<file path="config.mk">
export PLATFORM = sky130hd
export DESIGN_NAME = uart_tx_ctrl
export DESIGN_NICKNAME = d
export VERILOG_FILES = /design/src/rtl/uart_tx_ctrl.sv
export SDC_FILE = /design/constraint.sdc
export NUM_CORES = 1
export LEC_CHECK = 0
export BUFFER_PORTS_ARGS = -buffer_cell sky130_fd_sc_hd__buf_4
export CAP_MARGIN = 40
export CORE_MARGIN = 5
export CORE_UTILIZATION = 30
export CTS_CLUSTER_SIZE = 24
export DETAILED_ROUTE_END_ITERATION = 16
export GPL_TIMING_DRIVEN = 1
export SLEW_MARGIN = 20
export SYNTH_ARGS = -nofsm -noshare
export SYNTH_HDL_FRONTEND = slang
export SYNTH_SLANG_ARGS = --single-unit
</file>
<file path="constraint.sdc">
create_clock -name clk -period 2.5 [get_ports clk]
set_clock_uncertainty 0.1 [all_clocks]
set_input_delay 0.5 -clock clk [delete_from_list [all_inputs] [get_ports clk]]
set_output_delay 0.5 -clock clk [all_outputs]
set_load 0.005 [all_outputs]
</file>
<file path="src/rtl/uart_tx_ctrl.sv">
// uart_tx_ctrl: UART transmit sequencer, one frame per valid/ready accept.
// Frame = start, DATA_BITS data (LSB first), optional parity, one stop bit.
//
// Ports:
//   clk, rst       clock and synchronous active-high reset
//   tx_data        frame payload, latched on accept
//   tx_valid       frame request
//   tx_ready       idle and not in reset
//   baud_div       clocks per bit minus 1, latched on accept
//   parity_en      append parity bit, latched on accept
//   parity_odd     1 = odd, 0 = even parity, latched on accept
//   tx             registered serial line, idles high
//   busy           high from first start-bit cycle to last stop-bit cycle
//   done           one-cycle pulse in the first idle cycle after stop
module uart_tx_ctrl #(
  parameter int DATA_BITS = 8,
  parameter int DIV_W     = 16,
  parameter int BIT_W     = 4
) (
  input  logic                 clk,
  input  logic                 rst,
  input  logic [DATA_BITS-1:0] tx_data,
  input  logic                 tx_valid,
  output logic                 tx_ready,
  input  logic [DIV_W-1:0]     baud_div,
  input  logic                 parity_en,
  input  logic                 parity_odd,
  output logic                 tx,
  output logic                 busy,
  output logic                 done
);

  typedef enum logic [2:0] {
    S_IDLE,
    S_START,
    S_DATA,
    S_PARITY,
    S_STOP
  } state_t;

  state_t               state_q, state_d;
  logic [DIV_W-1:0]     div_q, div_d;
  logic [DIV_W-1:0]     pre_q, pre_d;
  logic [BIT_W-1:0]     bit_q, bit_d;
  logic [DATA_BITS-1:0] data_q, data_d;
  logic                 par_en_q, par_en_d;
  logic                 par_odd_q, par_odd_d;
  logic                 tx_q, tx_d;
  logic                 done_q, done_d;

  logic                 accept;
  logic                 tick;
  logic                 last_bit;
  logic [DATA_BITS-1:0] data_sh;

  assign tx_ready = (state_q == S_IDLE) && !rst;
  assign accept   = tx_valid && tx_ready;
  assign tick     = (pre_q == div_q);
  assign last_bit = (bit_q == BIT_W'(DATA_BITS - 1));

  assign tx   = tx_q;
  assign busy = (state_q != S_IDLE);
  assign done = done_q;

  always_comb begin
    state_d   = state_q;
    div_d     = div_q;
    bit_d     = bit_q;
    data_d    = data_q;
    par_en_d  = par_en_q;
    par_odd_d = par_odd_q;
    done_d    = 1'b0;

    // Prescaler free-runs 0..div_q while a frame is active.
    if (state_q == S_IDLE || tick) begin
      pre_d = '0;
    end else begin
      pre_d = pre_q + DIV_W'(1);
    end

    unique case (state_q)
      S_IDLE: begin
        if (accept) begin
          state_d   = S_START;
          div_d     = baud_div;
          data_d    = tx_data;
          par_en_d  = parity_en;
          par_odd_d = parity_odd;
          bit_d     = '0;
          pre_d     = '0;
        end
      end
      S_START: begin
        if (tick) begin
          state_d = S_DATA;
          bit_d   = '0;
        end
      end
      S_DATA: begin
        if (tick) begin
          if (last_bit) begin
            state_d = par_en_q ? S_PARITY : S_STOP;
          end else begin
            bit_d = bit_q + BIT_W'(1);
          end
        end
      end
      S_PARITY: begin
        if (tick) begin
          state_d = S_STOP;
        end
      end
      S_STOP: begin
        if (tick) begin
          state_d = S_IDLE;
          done_d  = 1'b1;
        end
      end
      default: begin
        state_d = S_IDLE;
      end
    endcase
  end

  // Line value follows the next state so tx changes on the same
  // edge as the state register.
  assign data_sh = data_d >> bit_d;

  always_comb begin
    tx_d = 1'b1;
    unique case (state_d)
      S_START:  tx_d = 1'b0;
      S_DATA:   tx_d = data_sh[0];
      S_PARITY: tx_d = (^data_q) ^ par_odd_q;
      default:  tx_d = 1'b1;
    endcase
  end

  always_ff @(posedge clk) begin
    if (rst) begin
      state_q   <= S_IDLE;
      div_q     <= '0;
      pre_q     <= '0;
      bit_q     <= '0;
      data_q    <= '0;
      par_en_q  <= 1'b0;
      par_odd_q <= 1'b0;
      tx_q      <= 1'b1;
      done_q    <= 1'b0;
    end else begin
      state_q   <= state_d;
      div_q     <= div_d;
      pre_q     <= pre_d;
      bit_q     <= bit_d;
      data_q    <= data_d;
      par_en_q  <= par_en_d;
      par_odd_q <= par_odd_d;
      tx_q      <= tx_d;
      done_q    <= done_d;
    end
  end

endmodule

</file>
==> run metrics <==
status=finished, final reports clean; die height=103 µm; share of cells above drive strength 1=0.259; min-delay worst type=in2reg; initial antenna violation count=0; Max-slew headroom=0.759; post-route ant nets=0; syn_area_per_cell=7.97 µm²; Rows=33; count of cell types in the netlist=51; CTS buffer count=5; Syn-to-layout area delta=27.5%; critical path type=reg2reg; total track usage=0.131; most common cell after layout, fill and taps aside=buf_4; Post-synth EDFFs=0; min Tclk post-route=2.41 ns; Bufs on Longest Clock Path=2; Max Clk Rate=414 MHz; critical path data required time=2.66 ns; fin worst setup slack=0.0866 ns; synthesized cell area=2580 µm²; fin nets=412; DPL Wire Length=4990 µm; YS warnings=0; Setup WS pre-CTS=-0.00703 ns; #FFs+latches synth=51; vias after detailed routing=2,397; pin count of the biggest net entering global routing=19; Synth Instances=324; max-slew violations=0; # DRC=0; Clk Latency, worst-skew pair=0.31 ns; MaxCap Viol Count=0; commonest cells after routing, fill and taps aside=buf_4, nand2_1, dfxtp_1, nand3_1, nor2_1; Core ar.=8300 µm²; Top FF cell, synth=dfxtp_1; CTS tree=done; first-pass iteration count of the detailed router=4; Detailed Route WL=6690 µm; Util after Layout=0.397; max incr delay on CP=0.38 ns; n_diodes=0; CP Launch Type=flop; first-pass GRT wire length=11,000 µm; CTS Hold Bufs=0; port buffer count=32; leak pwr=1.38 nW; H-tree Lvls=2; Synth Net Count=355; GPL Wtd Cong=0.877; Slew @ Worst Pin=0.358 ns; async set-reset flop share out of synthesis=0; Starting DRT DRC Count=158; cell area power density=513 nW/µm²; CTS root buffer=clkbuf_8; Clk pin slew, worst setup/hold paths=0.10 ns; largest area contributor in the netlist=dfxtp_1; vias in the first global route=2,256; DR WL/cell=13.7 µm; # clock sinks=51; sequential fraction of the synthesis area=0.396; critical path arrival=2.57 ns; GRT overflow=0; final setup TNS=0 ns; crit-path cells=xor2_1 -> nor4_2 -> nand4_1 -> buf_6 -> a211oi_4 -> o32ai_4 -> buf_4 -> a31o_1 -> a211o_1 -> nand3_1; top cells by area, synth=dfxtp_1, nand2_1, xor2_1; endpoint class of the critical path=flop; Critical-path top delay cell=nor4_2; Finish-stage setup viols=0; Die ar.=10,600 µm²; I/O pin cnt=33; period utilization=0.965; Tot Pwr=0.00169 W; Initial Util=0.311; Worst VDD drop=0.000296 V; Die Wd=103 µm; Avg Vias per Cell=4.92; top cell type's share of synthesized area=0.396; CP max FO=8; Final Hold Fails=0
[flip-flops by register name, indices dropped and copies added (netlist names)]
signal,count
state_q,3
par_en_q,1
data_q,8
done,1
bit_q,4
div_q,16
pre_q,16
par_odd_q,1
tx,1
[cell usage after synthesis, types with 2 or more instances]
master    instances
xor2_1           22
buf_2             2
inv_1             8
and3_1            3
a211oi_1          2
buf_1             4
nand2_1          64
buf_6             3
a211o_1           2
nand3_1          28
nand4_1           3
o21ai_0          11
o31ai_1           2
ha_1              2
dfxtp_1          51
or3_1             4
and2_1            3
nor2_1           28
xnor2_1          11
nor2b_1           3
clkbuf_1          7
a21oi_1          20
nand2b_1          3
a31oi_1           3
nor3_1            5
nor4_1            5
[power by group]
group | switching, W | internal, W
sequential | 0.0000285 | 0.000847
clock | 0.000295 | 0.000198
combinational | 0.000160 | 0.000159
[through the flow]
step                instance area, µm²  hold slack (ns)  cells
finish                            3290            0.263    487
global route                      3290            0.247    487
CTS                               3200            0.250    484
detailed placement                3100            0.360    476
global placement                  3100            0.356    476
floorplan                         2580            0.346    324
[cells by family after synthesis]
logic type / synth area share
flops: 0.396
simple gates: 0.277
xor+xnor: 0.118
compound gates: 0.148
fa+ha+maj: 0.00969
mux: 0.00388
buf+inv: 0.0475
[what timing repair did]
action                                  4_1_cts  5_1_grt
gates resized for setup                       1       21
endpoints found under the hold margin         0        0
pin swaps                                     0       10
buffers inserted                              0        3
endpoints found under the setup margin        1        1
[layer usage]
metal  routed length [µm]  GRT usage  vias up
met5                    0          0        -
met4                   71     0.0369        0
met3                  320     0.0277        5
met2                 2960      0.200       64
met1                 3330      0.188     1113
li1                     -          -     1215
[area by class of cell]
type / count / area [µm²]
Sequential cell: 51 / 1030
Fill cell: 835 / 5010
Multi-Input combinational cell: 248 / 1500
Timing Repair Buffer: 67 / 510
Inverter: 8 / 30.0
Clock buffer: 5 / 68.8
Tap cell: 105 / 131
Clock inverter: 3 / 18.8
[final timing paths]
kind	start	end	slack (ns)	cells after the start
hold reg to reg	div_q[13]$_SDFFE_PP0P_	div_q[13]$_SDFFE_PP0P_	0.37	2
setup / recovery	pre_q[13]$_SDFF_PP0_	tx$_SDFF_PP1_	0.09	10
hold / removal	baud_div[14]	div_q[14]$_SDFFE_PP0P_	0.26	3
setup reg to reg	pre_q[13]$_SDFF_PP0_	tx$_SDFF_PP1_	0.09	10
[critical path: cells and delay by family (launching register included)]
kind,cells,cell delay (ns)
buffers and inverters,2,0.34
DFF,1,0.36
xor gates and xnor gates,1,0.14
and+or+nand+nor,3,0.61
AOI/OAI and AO/OA,4,0.79
No activity file was read; power rests on OpenSTA's default activity.
